==> src/rtl/eth_pcs_tx_sched.sv <==
// eth_pcs_tx_sched: block scheduler in front of the 64b/66b TX gearbox.
// Encoded blocks are queued in a small FIFO. Each block is presented to the
// scrambler/gearbox as two W_DATA halves. An IDLE control block is inserted
// when the FIFO runs dry or transmission is disabled.
// Optional feature macro: ETH_PCS_TX_SCHED_STATS_EN (data block counter).
module eth_pcs_tx_sched #(
    parameter int W_DATA     = 32,
    parameter int W_SYNC     = 2,
    parameter int FIFO_DEPTH = 4,
    parameter int W_UFL_CNT  = 16
) (
    input  logic                  i_clk,
    input  logic                  i_reset_n,
    input  logic                  i_tx_en,
    input  logic                  i_blk_valid,
    input  logic [W_SYNC-1:0]     i_blk_sync,
    input  logic [2*W_DATA-1:0]   i_blk_data,
    output logic                  o_blk_ready,
    input  logic                  i_gb_clk_en,
    input  logic                  i_gb_trans_cnt,
    output logic [W_SYNC-1:0]     o_sync_data,
    output logic [W_DATA-1:0]     o_scr_data,
    output logic                  o_underflow,
    output logic [W_UFL_CNT-1:0]  o_ufl_cnt,
    output logic [31:0]           o_blk_cnt
);

    localparam int W_PTR = $clog2(FIFO_DEPTH);
    localparam int W_CNT = W_PTR + 1;
    localparam int W_BLK = W_SYNC + 2 * W_DATA;

    localparam logic [W_SYNC-1:0]   IDLE_SYNC = W_SYNC'(2'b10);
    localparam logic [2*W_DATA-1:0] IDLE_DATA = (2 * W_DATA)'(64'h0000_0000_0000_001E);

    typedef enum logic {
        ST_DISABLED = 1'b0,
        ST_RUN      = 1'b1
    } state_t;

    state_t              state;
    logic [W_SYNC-1:0]   cur_sync;
    logic [2*W_DATA-1:0] cur_data;

    logic [W_BLK-1:0]    mem [FIFO_DEPTH];
    logic [W_PTR-1:0]    wr_ptr;
    logic [W_PTR-1:0]    rd_ptr;
    logic [W_CNT-1:0]    count;

    logic                empty;
    logic                full;
    logic                load;
    logic                push;
    logic                pop;
    logic                flush;
    logic [W_BLK-1:0]    head;

    assign empty = (count == '0);
    assign full  = (count == W_CNT'(FIFO_DEPTH));

    // Ready comes only from registered state and occupancy, never from a same-cycle pop.
    assign o_blk_ready = (state == ST_RUN) && !full;

    // A load point is the enabled cycle carrying the second half of a block.
    assign load  = i_gb_clk_en && i_gb_trans_cnt;
    assign push  = i_blk_valid && o_blk_ready;
    assign pop   = load && (state == ST_RUN) && i_tx_en && !empty;
    assign flush = load && ((state == ST_DISABLED) || !i_tx_en);
    assign head  = mem[rd_ptr];

    // Halves toward the gearbox are a pure mux of the registered current block.
    always_comb begin
        // NOTE: every always_comb output gets a default first so no path can infer a latch.
        o_sync_data = cur_sync;
        o_scr_data  = cur_data[W_DATA-1:0];
        if (i_gb_trans_cnt) begin
            o_scr_data = cur_data[2*W_DATA-1:W_DATA];
        end
    end

    // FIFO storage: written on accepted pushes only.
    // NOTE: the storage array is deliberately not reset; validity is tracked by count and pointers.
    always_ff @(posedge i_clk) begin
        if (push) begin
            mem[wr_ptr] <= {i_blk_sync, i_blk_data};
        end
    end

    // FIFO pointers and occupancy; a flush discards everything queued, including a same-cycle push.
    always_ff @(posedge i_clk or negedge i_reset_n) begin
        if (!i_reset_n) begin
            wr_ptr <= '0;
            rd_ptr <= '0;
            count  <= '0;
        end else if (flush) begin
            wr_ptr <= '0;
            rd_ptr <= '0;
            count  <= '0;
        end else begin
            if (push) begin
                wr_ptr <= wr_ptr + W_PTR'(1);
            end
            if (pop) begin
                rd_ptr <= rd_ptr + W_PTR'(1);
            end
            count <= count + W_CNT'(push) - W_CNT'(pop);
        end
    end

    // Scheduler FSM: at each load point choose the next block and account underflows.
    always_ff @(posedge i_clk or negedge i_reset_n) begin
        if (!i_reset_n) begin
            state       <= ST_DISABLED;
            cur_sync    <= IDLE_SYNC;
            cur_data    <= IDLE_DATA;
            o_underflow <= 1'b0;
            o_ufl_cnt   <= '0;
        end else begin
            // NOTE: sequential state uses non-blocking assignments so every register sees pre-edge values.
            o_underflow <= 1'b0;
            if (load) begin
                case (state)
                    ST_DISABLED: begin
                        cur_sync <= IDLE_SYNC;
                        cur_data <= IDLE_DATA;
                        if (i_tx_en) begin
                            state <= ST_RUN;
                        end
                    end
                    ST_RUN: begin
                        if (!i_tx_en) begin
                            cur_sync <= IDLE_SYNC;
                            cur_data <= IDLE_DATA;
                            state    <= ST_DISABLED;
                        end else if (!empty) begin
                            cur_sync <= head[W_BLK-1:2*W_DATA];
                            cur_data <= head[2*W_DATA-1:0];
                        end else begin
                            cur_sync    <= IDLE_SYNC;
                            cur_data    <= IDLE_DATA;
                            o_underflow <= 1'b1;
                            if (o_ufl_cnt != '1) begin
                                o_ufl_cnt <= o_ufl_cnt + W_UFL_CNT'(1);
                            end
                        end
                    end
                    default: begin
                        state <= ST_DISABLED;
                    end
                endcase
            end
        end
    end

`ifdef ETH_PCS_TX_SCHED_STATS_EN
    logic [31:0] blk_cnt;

    // Wrapping count of data blocks loaded from the FIFO.
    always_ff @(posedge i_clk or negedge i_reset_n) begin
        if (!i_reset_n) begin
            blk_cnt <= '0;
        end else if (pop) begin
            blk_cnt <= blk_cnt + 32'd1;
        end
    end

    assign o_blk_cnt = blk_cnt;
`else
    assign o_blk_cnt = 32'd0;
`endif

endmodule

==> config.mk <==
export PLATFORM = sky130hd
export DESIGN_NAME = eth_pcs_tx_sched
export DESIGN_NICKNAME = d
export VERILOG_FILES = /design/src/rtl/eth_pcs_tx_sched.sv
export SDC_FILE = /design/constraint.sdc
export NUM_CORES = 1
export LEC_CHECK = 0
export ABC_AREA = 1
export BUFFER_PORTS_ARGS = -buffer_cell sky130_fd_sc_hd__buf_2
export CAP_MARGIN = 20
export CORE_AREA = 8 8 228 230
export CTS_CLUSTER_DIAMETER = 50
export CTS_CLUSTER_SIZE = 8
export DETAILED_ROUTE_END_ITERATION = 8
export DIE_AREA = 0 0 236 238
export PLACE_DENSITY = 0.49
export SLEW_MARGIN = 20
export SYNTH_ARGS = -nofsm -noshare
export SYNTH_HDL_FRONTEND = slang
export SYNTH_SLANG_ARGS = --single-unit
==> constraint.sdc <==
create_clock -name i_clk -period 4.9 [get_ports i_clk]
set_input_delay 0.245 -clock i_clk [delete_from_list [all_inputs] [get_ports i_clk]]
set_output_delay 0.245 -clock i_clk [all_outputs]
set_load 0.02 [all_outputs]
# After elaboration in Yosys (flattened, before gate mapping)
# Memory sizes are Yosys's and may differ from the RTL's.
# Index checks and enable logic that the tools add are counted.
# totals
wordCells	51
n_memories	1
input_bits	72
ramBits	264
ff_bits	91
# mem_list
name	depth	word_bits	read_ports	rd_clocked_by_memory_dff	wr	line_no	text
mem	4	66	1	0	1	44	logic [W_BLK-1:0] mem [FIFO_DEPTH];
# classes
reduce_logical	15
n_mux	19
n_addsub	5
bitwise_logic	1
n_eq_ne	2
# ops
op	n
2-to-1 mux 64 bit	2
one-hot mux 64 bit (2 select lines)	1
2-to-1 mux 32 bit	1
adder 16 x 1 -> 16 bit (second input constant)	1
inequality test 16 bit (second input constant)	1
2-to-1 mux 2 bit	6
logical AND 1 bit	7
2-to-1 mux 1 bit	7
AND reduction 5 bit	1
adder 2 x 1 -> 2 bit (second input constant)	2
one-hot mux 2 bit (2 select lines)	1
nonzero test 2 bit	2
adder 3 x 1 -> 3 bit	1
equality test 3 bit (second input constant)	1
zero test 1 bit	3
zero test 3 bit	1
2-to-1 mux 3 bit	1
subtractor 3 x 1 -> 3 bit	1
logical OR 1 bit	1
inverter 1 bit	1

# Logic depth before layout (Yosys ltp)
# Gate-level depths: netlist of the first run.
# logic_depth
ltp_word	7
mapped_depth	13

# Worst setup path before layout of the first run
# Ideal clock, no wire load.
# synth_path
kind	register to register
startpoint	reg count[1]
endpoint	mem mem[0][0] (netlist bit), enable pin
path_buffers	0
path_slack_ns	0.424
required_ns	4.409
arrival_ns	3.986
stages_incl_launch_ff	5
path_cell_list	dfrtp_1 -> nor2_1 -> a21oi_1 -> nand2_1 -> nor2_1
# synth_via
elab_chain_cells	6
# synth_rtl
element	line_no	text
from (decl)	47	logic [W_CNT-1:0] count;
from (signal assigned)	105	count <= count + W_CNT'(push) - W_CNT'(pop);
equality test 3 bit	58	assign full = (count == W_CNT'(FIFO_DEPTH));
zero test 1 bit	61	assign o_blk_ready = (state == ST_RUN) && !full;
logical AND 1 bit	61	
named net o_blk_ready	18	output logic o_blk_ready,
logical AND 1 bit	65	assign push = i_blk_valid && o_blk_ready;
2-to-1 mux 1 bit	83	if (push) begin
2-to-1 mux 1 bit (implied by the code)	84	mem[wr_ptr] <= {i_blk_sync, i_blk_data};
to (decl)	44	
# The timed path passes the listed nets, and every way through them passes these cells.

# Worst setup path after layout of the first run
# layout_path
startpoint	reg count[1]
endpoint	mem mem[0][14] (netlist bit), enable pin
# layout_via
elab_chain_cells	6
# layout_rtl
element	line_no
equality test 3 bit	58
zero test 1 bit	61
logical AND 1 bit	61
logical AND 1 bit	65
2-to-1 mux 1 bit	83
2-to-1 mux 1 bit (implied by the code)	84
# No other way between the ends.

==> results by stage, run 1 <==
Clocking:
- In this run the post-CTS setup repair buffer count came out at 0.
- The H-tree was split into 2 levels.
- The later-pin clock latency in the skew report is approximately 0.57 ns.
- The number of clock buffers added by TritonCTS is 52.
- The clock passes through at most 3 buffers.
- The TritonCTS clock tree is built.
- The hold buffer count at cts is 69.
- The clock input transition at the sequential cells of the worst setup and hold paths is about 0.05 ns.
- The number of clock sinks is 355.
- The count of instances resized after the clock tree is built is 0.
- The root buffer cell chosen for the clock tree is clkbuf_16.

GRT:
- Entering global routing, the biggest net connects 90 pins.
- Global routing used about an eighth of the available tracks across all layers.
- The initial antenna violation count is 0.
- Summed over all layers, the global routing overflow is 0.
- The wire length of the first global-routing pass is around 58000 um.
- The number of global-route vias before repair is about 9700.

Floorplan:
- For this configuration, the core starts out at a cell density of 29.6%.
- The number of core rows is between 80 and 90.
- The die is 236 um wide.
- The height of the die is 238 um.
- The core box area is ~48000 sq um.
- For this design the top-level I/O count stands at between 150 and 200.
- The total die area is roughly 56000 sq um.

Logic synthesis:
- The post-synthesis cell type with the largest combined area is edfxtp_1.
- In the synthesized netlist the dominant register cell turns out to be edfxtp_1.
- After synthesis, the most frequently instantiated cells are edfxtp_1 (264), nand2_1 (235), o21ai_0 (188).
- The number of cells produced by synthesis is approximately 1200.
- After synthesis, the largest area contributor takes up between 50% and 60% of total cell area.
- Ranked by total cell area, the synthesized netlist is headed by edfxtp_1 (55%), dfrtp_1 (15%), o21ai_0 (6.6%).
- The mean area per synthesized cell is roughly 12 sq um.
- Yosys mapped the design onto 29 distinct sky130hd cell types.
- In this run, synthesis produced a sequential element count of roughly 360.
- The share of flip-flops with an asynchronous set or reset after synthesis is 25.6%.
- For this run, the register share of the synthesized area comes to just over 70%.
- The total standard cell area after synthesis is between 10000 and 15000 sq um.
- For this run, the number of Yosys warnings is 0.
- The number of enable-type register cells in the synthesized netlist is 264.
- Yosys instantiated no cell more often than edfxtp_1.

STA:
- Setup repair after global routing left no endpoint under its margin.
- The post-route clock period utilization is 56.4%.
- Headroom to the max-slew limit came out at a little under two fifths.
- The count of final setup violators is 0.
- The count of pins over their slew limit came to 0.
- The clock arrives with between 0.01 and 0.015 ns of skew.
- The final-report hold violation count came to 0.
- The time the worst path needs with I/O delays and setup is roughly 2.8 ns.
- Setup total negative slack on the finished layout was measured at 0 ns.
- After layout, the worst setup slack is between 2 and 2.5 ns.
- Static timing analysis puts the maximum clock frequency at about 360 MHz.
- The slew at the pin with the worst max-slew slack is 0.941 ns.
- The final hold slack is approximately 0.26 ns.

Critical path:
- The startpoint class of the critical path is a flop.
- Data on the critical path is required at its endpoint by 5.13 ns.
- The largest fanout of any net on the critical path is 26.
- The type of the setup path with the least slack is flop to flop.
- The endpoint identified for the worst register-to-register timing path is mem[0][14]$_DFFE_PP_.
- The worst register-to-register path begins at count[1]$_DFF_PN0_.
- The data arrival at the endpoint of the critical path is approximately 3 ns.
- In this run the register-to-register setup slack is around 2.1 ns.
- The endpoint of the worst setup timing path is mem[0][14]$_DFFE_PP_.
- The number of cells traversed by the worst register-to-register path is 5.
- The worst setup path startpoint is count[1]$_DFF_PN0_.
- The worst setup path is captured at a flop.

Layout:
- The share of final-layout standard cells stronger than drive strength 1 is between 10% and 20%.
- At the end of the flow, the number of nets in the layout was 1505.
- The number of antenna cells inserted is 0.
- Compared with the post-synthesis result, the final layout area differs by 24.0%.
- The filler cells instantiated in the layout total between 4000 and 5000.

Run status:
- The flow ran to the end, and the final reports show no timing, DRC or antenna violations.

Drt:
- In the routed layout, each cell is associated on average with a via count of roughly 4.5.
- The vias after detailed routing is ~9500.
- The detailed router finished its first iteration with around 580 violations.
- The average detailed-routed wire length per instance is ~18 um.
- After detailed routing, the number of remaining DRC violations is 0.
- The final layout contains routed wiring with a total length of 36800 um.
- The number of detailed-routing iterations run before antenna repair is 7.
- The count of antenna-violating nets left after detailed routing is 0.

Placement:
- The congestion estimate from routability-driven global placement came to around 0.73.
- OpenSTA, run right after detailed placement, puts the worst setup slack at slightly above 2 ns.
- Input and output buffers added on the ports amount to about 120.
- The HPWL after detailed placement is ~22000 um.

Run:
- Across the run, the number of max-cap violations was 0.

Pwr:
- In this run the static leakage power is around 6.8 nW.
- The total power is 8.21 mW.
- The worst-case IR drop observed on VDD is roughly 250 uV.
- Dividing total power by cell area gives a power density of between 400 and 500 nW/um^2.

Worst hold path:
- In this run the worst hold path is classified as primary input to flop.
-- cell usage in the layout (no fill, tap or decap), types with 2 or more instances in the layout --
cell,n
edfxtp_1,264
nand2_4,2
a21oi_1,3
dlygate4sd3_1,69
inv_2,4
xnor2_1,7
clkbuf_8,3
dfstp_2,5
inv_1,56
dfrtp_1,84
clkbuf_16,55
a31oi_1,5
buf_2,122
nand4_1,8
buf_12,3
nand2_1,235
clkbuf_1,37
o21ai_1,6
nand3_1,10
o21ai_0,188
nor2_1,169
o22ai_1,61
buf_4,12
nor2_4,7
ha_1,7
conb_1,32
mux2_2,4
-- worst max-delay path, stage by stage, from the launching register on --
cell and delay, ns:
dfrtp_1 0.43, nor2_1 0.06, a21oi_1 0.25, nand2_1 0.36, nor2_4 0.83, buf_4 0.46
-- how the worst min path moves through the flow --
stage / from / endpoint / slack (ns) / depth (start not counted)
detailed placement: i_reset_n / cur_data[16]$_DFFE_PN0N_ / 0.40 / 1
global route: i_gb_clk_en / cur_data[55]$_DFFE_PN0N_ / 0.29 / 4
global placement: i_reset_n / cur_data[52]$_DFFE_PN0N_ / 0.40 / 1
finish: i_gb_clk_en / cur_data[62]$_DFFE_PN0N_ / 0.26 / 4
floorplan: i_reset_n / count[0]$_DFF_PN0_ / -0.05 / 0
CTS: i_gb_clk_en / o_sync_data[0]$_DFFE_PN0N_ / 0.23 / 4
-- area by class of cell --
class	count	area (sq um)	area share, %
clock buffers	95	1560	8.77
clock inverters	3	28.8	0.162
inverters	61	231	1.30
multi-input cells	749	3480	19.6
flip-flops and latches	355	10200	57.6
well taps	622	778	4.39
repair buffers	206	1450	8.18
-- power by group --
| group | internal [mW] | switching [mW] | leakage [nW] |
|---|---|---|---|
| registers | 3.53 | 0.130 | 3.61 |
| clock network | 2.12 | 1.27 | 0.754 |
| logic | 0.352 | 0.810 | 2.48 |
| total | 6.00 | 2.21 | 6.85 |
-- flip-flops by register name (all words and copies together), names as in the netlist --
| signal | cells |
|---|---|
| rd_ptr | 2 |
| o_underflow | 1 |
| count | 3 |
| wr_ptr | 2 |
| o_ufl_cnt | 16 |
| o_sync_data | 2 |
| state | 1 |
| mem | 264 |
| cur_data | 64 |
-- cells by family after synthesis --
family | synth area share (%)
other | 0.0262
flip-flops | 71.3
buffers and inverters | 5.34
XOR/XNOR | 0.490
AO/OA/AOI/OAI | 9.83
adder cells (fa/ha/maj) | 0.752
multiplexers | 0.315
AND/OR/NAND/NOR | 11.9
-- per-layer routing --
metal / global-route usage, % / routed length (um) / vias up / part of all wire, %
met5: 0 / 0 / - / 0
met4: 3.86 / 783 / 0 / 2.1
met3: 3.14 / 1750 / 55 / 4.7
met2: 20.8 / 16800 / 210 / 46
met1: 17.7 / 17500 / 4593 / 47
li1: - / - / 4593 / -
-- per-stage QoR --
| stage | util, % | std cells | cell area (sq um) |
|---|---|---|---|
| after global placement | 32.0 | 1924 | 15500 |
| after global routing | 36.7 | 2091 | 17700 |
| after CTS | 36.7 | 2091 | 17700 |
| after floorplan | - | 1262 | 14400 |
| after detailed placement | 32.0 | 1924 | 15500 |
| final | 36.7 | 2091 | 17700 |
(Power assumes the default switching activity.)
==> run 2: changes to the inputs <==
PLACE_DENSITY = 0.51   (was 0.49)
clock period = 2.44 ns   (was 4.9 ns; I/O delays follow)
==> run 2 against run 1 <==
Net effect: the run now ends with negative hold slack left; total power rose by 100%; core utilization rose by 0.46 points; clock skew hardly changed; routed wire length rose by 1.6%; non-clock buffer count grew 7; count of clock-buffer cells in the layout decreased by 6; flip-flop and latch count is the same; combinational power rose by 110%; hold slack worse by 0.29 ns; critical path type unchanged.
==> results by stage, run 2 (synthesis gave the netlist of run 1 again) <==
Clocking:
- The later-pin clock latency in the skew report is 0.58 ns (about the same).
- The post-CTS setup-driven buffer insertion count is 0 (unchanged).
- The clock input transition at the sequential cells of the worst setup and hold paths is 0.05 ns (about the same).
- The number of levels in the clock H-tree was 2 (unchanged).
- The total clock buffers created by CTS came to 54 (+3.8%).
- The buffer depth of the longest clock path is 3 (unchanged).
- The TritonCTS clock tree is built.
- In this run the clock root is driven by a clkbuf_16.
- The number of clock sinks came to 355 (unchanged).

STA:
- The setup slack after layout is 0.446 ns (-1.69 ns).
- The final-report hold violation count was 1 (+1).
- The count of final setup violators is 0 (unchanged).
- The final hold slack was -0.0290 ns (-0.290 ns).
- The highest clock rate is 501 MHz (+39%).
- The time the worst path needs with I/O delays and setup was 1.99 ns (-0.771 ns).
- The slew at the pin with the worst max-slew slack is 0.867 ns (-0.0732 ns).
- The worst slew margin relative to its limit is 42.2% (+5.0 points).
- The setup clock skew after layout is 0.0134 ns (+0.000138 ns).
- Setup repair after global routing left no endpoint under its margin.
- The post-route clock period utilization is 81.7% (+25 points).
- The count of pins over their slew limit is 0 (unchanged).
- The summed negative setup slack over all endpoints was 0 ns (unchanged).

Layout:
- In the layout the commonest cells are edfxtp_1 (264), nand2_1 (234), o21ai_0 (188), nor2_1 (169), buf_2 (122).
- The library cell used most frequently in the layout, excluding fill and tap cells, is edfxtp_1.
- The final standard cell count with taps included and fillers excluded is 2100 (+0.43%).
- The final net count is 1514 (+0.60%).
- The largest registers in the layout are mem x264, cur_data x64, o_ufl_cnt x16.
- The share of final-layout standard cells stronger than drive strength 1 is 16.0% (+0.72 points).
- The most flop-heavy register is mem.
- The number of antenna cells inserted is 0 (unchanged).
- The layout-stage area growth over the synthesis result is 25.5%.
- The number of flip-flops under the largest register name is 264 (unchanged).

GRT:
- The largest net degree at the start of global routing is 135 (+50%).
- The wire length of the first global-routing pass is 58400 um (+0.40%).
- The global route total overflow came to 0 (unchanged).
- The number of global-route vias before repair is 9553 (-1.1%).
- The initial antenna violation count is 1 (+1).
- The total routing resource utilization after global routing is 13.2% (+0.11 points).

Run status:
- The run finished, with violations left.
- The final reports fail on negative hold slack.

Drt:
- The wire length after detailed routing is 37400 um (+1.6%).
- The post-detailed-route via-to-cell ratio came to 4.56 (+0.97%).
- The count of antenna-violating nets left after detailed routing was 0 (unchanged).
- The vias after detailed routing is 9584 (+1.4%).
- The average detailed-routed wire length per instance is 17.8 um (+1.2%).
- The first-iteration detailed-routing DRC count is 711 (+23%).
- The wire length on met3 came to 1850 um (+6.1%).
- The routed metal-1 wirelength came to 17500 um (+0.36%).
- The top layer used by detailed routing is met5.
- The remaining design rule violation count is 0 (unchanged).
- The met2 layer wire length in the routed design came to 17200 um (+2.1%).
- The number of detailed-routing iterations run before antenna repair is 5 (-2).

Worst hold path:
- The hold path startpoint is i_gb_trans_cnt.
- The path class of the tightest hold or removal check is primary input to flop.

Pwr:
- The internal cell power was 12.2 mW (+100%).
- The share of total power in combinational logic is 14.7% (+0.5 points).
- The cell area power density is 934 nW/um^2 (+100%).
- The reported net switching power is 4.55 mW (+110%).
- The total power is 16.8 mW (+100%).
- The peak ir drop on the vdd network is 581 uV (+130%).
- The net switching fraction of the power is 27.1% (+0.20 points).
- The static leakage is 6.95 nW (+1.5%).
- The relative contribution of the clock network to total power is 41.9% (+0.7 points).
- The proportion of power drawn by flip-flops and latches is 43.4% (-1.2 points).

Placement:
- The number of port buffers is 123 (unchanged).
- The number of placed cells counting well taps was 1930 (+0.31%).
- The last weighted congestion value of the routability-driven placer is 0.749 (+2.4%).
- The worst slack at placement is 0.437 ns (-1.64 ns).
- The HPWL after detailed placement is 21800 um (-1.1%).

Critical path:
- The number of cells traversed by the worst register-to-register path was 11 (+6).
- The data required time of the critical path is 2.89 ns (-2.24 ns).
- In this run the worst setup path terminates at count[2]$_DFF_PN0_.
- The worst register-to-register path ends at count[2]$_DFF_PN0_.
- The data arrival at the endpoint of the critical path was 2.44 ns (-0.55 ns).
- The worst setup path is launched from a flop.
- In this run the worst setup path begins at count[1]$_DFF_PN0_.
- The type of the setup path with the least slack is flop to flop.
- The startpoint of the lowest-slack register-to-register path is count[1]$_DFF_PN0_.
- The largest fanout of any net on the critical path came to 4 (-85%).
- The internal reg-to-reg setup slack is 0.45 ns (-1.69 ns).
- The kind of end point of the critical path is a flop.

Floorplan:
- The initial core utilization came to 29.6% (unchanged).
- The number of top-level pins came to 156 (unchanged).
- The total die area came to 56200 sq um (unchanged).
- The height of the die is 238 um (unchanged).
- The core box area is 48300 sq um (unchanged).
- The number of core rows is 81 (unchanged).
- The die boundary width is 236 um (unchanged).

Run:
- The max-cap violation count is 0 (unchanged).
## run 2: area by class of cell
class	count	area, sq um
inverter	61	230
clock buffer	89	1490
sequential	355	10200
multi-input combinational	749	3500
timing repair buffer	213	1590
fill	4683	30400
clock inverter	11	159
tap	622	778
## run 2: timing repair
item / in CTS / in global routing
gates resized for setup: 0 / 0
endpoints found under the setup margin: 0 / 1
endpoints found under the hold margin: 310 / 0
hold buffers: 71 / 0
## run 2: routing by layer
layer,vias up,global-route usage (%)
li1,4616,-
met1,4691,17.9
met2,214,20.9
met3,61,3.01
met4,2,4.18
met5,-,0
## run 2: how the worst min path moves through the flow
stage                               end  slack [ns]  cells after the start
4_1_cts        cur_data[56]$_DFFE_PN0N_        0.13                      2
2_1_floorplan        count[0]$_DFF_PN0_       -0.17                      0
3_3_place_gp   cur_data[23]$_DFFE_PN0N_        0.20                      1
5_1_grt           o_underflow$_DFF_PN0_       0.003                      5
6_report          o_underflow$_DFF_PN0_       -0.03                      5
3_5_place_dp   cur_data[23]$_DFFE_PN0N_        0.20                      1
## run 2: power groups by stage
stage                     Sequential [mW]  Combinational, mW  Clock [mW]
final                                7.29               2.47        7.03
after global routing                 7.33               2.77        7.48
after CTS                            7.29               2.53        7.22
after detailed placement             7.40               2.42           0
after global placement               7.39               2.39           0
after floorplan                      7.38               1.55           0
## run 2: worst max-delay path, stage by stage, from the launching register on
cell	delay, ns
dfrtp_1	0.43
nor2_1	0.12
nand2_1	0.10
nand2_1	0.10
inv_2	0.04
ha_1	0.27
inv_1	0.05
ha_1	0.13
inv_1	0.05
fa_1	0.37
xor2_1	0.15
nor2_1	0.06
## run 2: per-stage QoR
step | hold WS, ns | utilization, % | instance area [sq um]
after floorplan | -0.174 | - | 14500
after global placement | 0.195 | 32.3 | 15600
after detailed placement | 0.197 | 32.3 | 15600
after CTS | 0.127 | 37.2 | 18000
after global routing | 0.00291 | 37.2 | 18000
final | -0.0290 | 37.2 | 18000
==> run 3: changes to the inputs <==
PLACE_DENSITY = 0.49   (was 0.51)
clock period = 2.09 ns   (was 2.44 ns; I/O delays follow)
==> run 3 against run 2 <==
Net effect: the flow now finishes without violations; count of clock-buffer cells in the layout did not move; final cell count rose by 0.52%; hold slack improved by 0.073 ns; cell area barely moved; global-route usage rose by 0.28 points; critical endpoint is now count[1]$_DFF_PN0_; clock power rose by 10%; flip-flop and latch count did not move; die area did not move; combinational power rose by 21%; setup slack got worse by 0.30 ns; non-clock buffer count rose by 15.
==> results by stage, run 3 (synthesis gave the netlist of run 1 again) <==
Run status:
- The run finished with clean final reports.

Drt:
- The count of antenna-violating nets left after detailed routing came to 0 (unchanged).
- The post-detailed-route via-to-cell ratio is 4.53 (-0.65%).
- The average detailed-routed wire length per instance is 18.3 um (+2.5%).
- The number of detailed-routing iterations run before antenna repair is 4 (-1).
- The wire length after detailed routing is 38600 um (+3.0%).
- The first-iteration detailed-routing DRC count is 546 (-23%).
- The vias after detailed routing is 9572 (-0.13%).
- The remaining design rule violation count is 0 (unchanged).

Layout:
- The most common cell after layout, fill and taps aside is edfxtp_1.
- The most flop-heavy register is mem.
- The filler cell count is 4727 (+0.94%).
- The cell area after layout is 18000 sq um (about the same).
- Leaving out fill and tap cells, the most frequent cells in the layout are edfxtp_1 (264), nand2_1 (232), o21ai_0 (188), nor2_1 (167), buf_2 (122).
- The share of final-layout standard cells stronger than drive strength 1 is 16.7% (+0.70 points).
- The number of flip-flops under the largest register name was 264 (unchanged).
- The final net count is 1526 (+0.79%).
- In the final layout, the registers with the most flip-flops are mem x264, cur_data x64, o_ufl_cnt x16.
- The final standard cell count with taps included and fillers excluded is 2111 (+0.52%).
- The layout-stage area growth over the synthesis result is 25.6% (about the same).

STA:
- The summed negative setup slack over all endpoints came to 0 ns (unchanged).
- The final hold slack is 0.0442 ns (+0.0732 ns).
- Setup repair after global routing left no endpoint under its margin.
- The setup slack after layout came to 0.144 ns (-0.301 ns).
- The count of final setup violators was 0 (unchanged).
- The slew at the pin with the worst max-slew slack came to 0.951 ns (+0.0838 ns).
- The setup clock skew after layout is 0.0174 ns (+0.00405 ns).
- The post-route clock period utilization was 93.1% (+11 points).
- The count of pins over their slew limit is 0 (unchanged).
- The worst slew margin relative to its limit is 36.6% (-5.6 points).
- The time the worst path needs with I/O delays and setup came to 1.95 ns (-0.0488 ns).
- The final-report hold violation count is 0 (-1).
- The highest clock rate was 514 MHz (+2.5%).

Floorplan:
- The initial core utilization is 29.6% (unchanged).
- The core box area is 48300 sq um (unchanged).
- The height of the die is 238 um (unchanged).
- The number of top-level pins is 156 (unchanged).
- The die boundary width is 236 um (unchanged).
- The number of core rows is 81 (unchanged).
- The total die area is 56200 sq um (unchanged).

Clocking:
- The later-pin clock latency in the skew report is 0.58 ns (about the same).
- The TritonCTS clock tree is built.
- The number of levels in the clock H-tree is 2 (unchanged).
- The total clock buffers created by CTS came to 51 (-5.6%).
- The number of clock sinks is 355 (unchanged).
- The clock input transition at the sequential cells of the worst setup and hold paths was 0.05 ns (about the same).
- The buffer depth of the longest clock path was 3 (unchanged).
- The cell at the root of the clock tree is clkbuf_16.

GRT:
- The wire length of the first global-routing pass is 59400 um (+1.7%).
- The largest net degree at the start of global routing is 89 (-34%).
- The number of global-route vias before repair was 9519 (-0.36%).
- The total routing resource utilization after global routing is 13.5% (+0.28 points).
- The global route total overflow is 0 (unchanged).
- The initial antenna violation count came to 2 (+1).

Pwr:
- The static leakage is 6.97 nW (+0.24%).
- The peak ir drop on the vdd network is 518 uV (-11%).
- The cell area power density is 1070 nW/um^2 (+15%).

Critical path:
- The number of cells traversed by the worst register-to-register path is 10 (-1).
- The data required time of the critical path came to 2.54 ns (-0.35 ns).
- The kind of end point of the critical path is a flop.
- The largest fanout of any net on the critical path is 3 (-1).
- The critical path in this run is classified as flop to flop.
- The data arrival at the endpoint of the critical path is 2.39 ns (-0.05 ns).
- The startpoint class of the critical path is a flop.

Placement:
- The number of placed cells counting well taps is 1942 (+0.62%).
- The last weighted congestion value of the routability-driven placer is 0.729 (-2.7%).
- The HPWL after detailed placement came to 23200 um (+6.5%).
- The worst slack at placement came to 0.0844 ns (-0.353 ns).
- The number of port buffers is 123 (unchanged).
- The post-detailed-placement cell area is 15700 sq um (+0.71%).

Run:
- The max-cap violation count is 0 (unchanged).

Worst hold path:
- The worst hold path belongs to the class primary input to async pin.
-- run 3: changes by cell type in the layout (fill, tap and decap cells not counted), sizes merged --
| cell | delta |
|---|---|
| buf | +14 |
| clkinv | -4 |
| bufinv | -1 |
| diode | +1 |
| dlygate4sd3 | +1 |
-- run 3: critical path: stages, from the launching register on --
cell,delay (ns)
dfrtp_2,0.43
nor2_2,0.12
nand2_2,0.07
nand2_2,0.08
inv_2,0.04
ha_1,0.28
inv_1,0.06
ha_1,0.13
inv_1,0.05
fa_2,0.51
nor2_1,0.04
-- run 3: what timing repair did --
action	in CTS	in global routing
resized for setup	0	6
hold buffers	71	0
endpoints found under the hold margin	360	0
endpoints found under the setup margin	0	5
setup buffers	0	2
-- run 3: path summary, 6_finish.rpt --
path / slack, ns / from / endpoint
worst max-delay path: 0.14 / count[2]$_DFF_PN0_ / count[1]$_DFF_PN0_
worst min-delay path: 0.04 / i_reset_n / cur_data[17]$_DFFE_PN0N_
worst max register to register: 0.14 / count[2]$_DFF_PN0_ / count[1]$_DFF_PN0_
worst min register to register: 0.47 / o_sync_data[0]$_DFFE_PN0N_ / o_sync_data[0]$_DFFE_PN0N_
max in group asynchronous: 1.62 / i_reset_n / cur_data[2]$_DFFE_PN1N_
min in group i_clk: 0.22 / i_gb_trans_cnt / cur_data[61]$_DFFE_PN0N_
-- run 3: metrics by stage --
step,power [mW],util (%)
floorplan,10.4,-
global placement,11.5,32.5
detailed placement,11.5,32.5
CTS,19.5,37.1
global route,20.1,37.2
finish,19.2,37.2
-- run 3: report_power, final --
| part | internal, mW | switching, mW |
|---|---|---|
| clock network | 4.70 | 3.03 |
| logic | 0.989 | 2.01 |
| registers | 8.28 | 0.232 |
-- run 3: cell type report --
class / instances / area, sq um / share of cell area (%)
clock inverters: 6 / 92.6 / 0.515
diodes: 1 / 2.50 / 0.0139
inverters: 61 / 234 / 1.30
clock buffers: 89 / 1420 / 7.89
multi-input cells: 749 / 3510 / 19.5
flip-flops and latches: 355 / 10200 / 56.8
repair buffers: 228 / 1720 / 9.58
well taps: 622 / 778 / 4.33
-- run 3: routing by layer --
metal / vias to the layer above / share of wire (%) / track usage [%]
li1: 4639 / - / -
met1: 4655 / 47 / 18.0
met2: 218 / 46 / 21.7
met3: 58 / 5.2 / 3.28
met4: 2 / 2.1 / 3.96
met5: - / 0.029 / 0
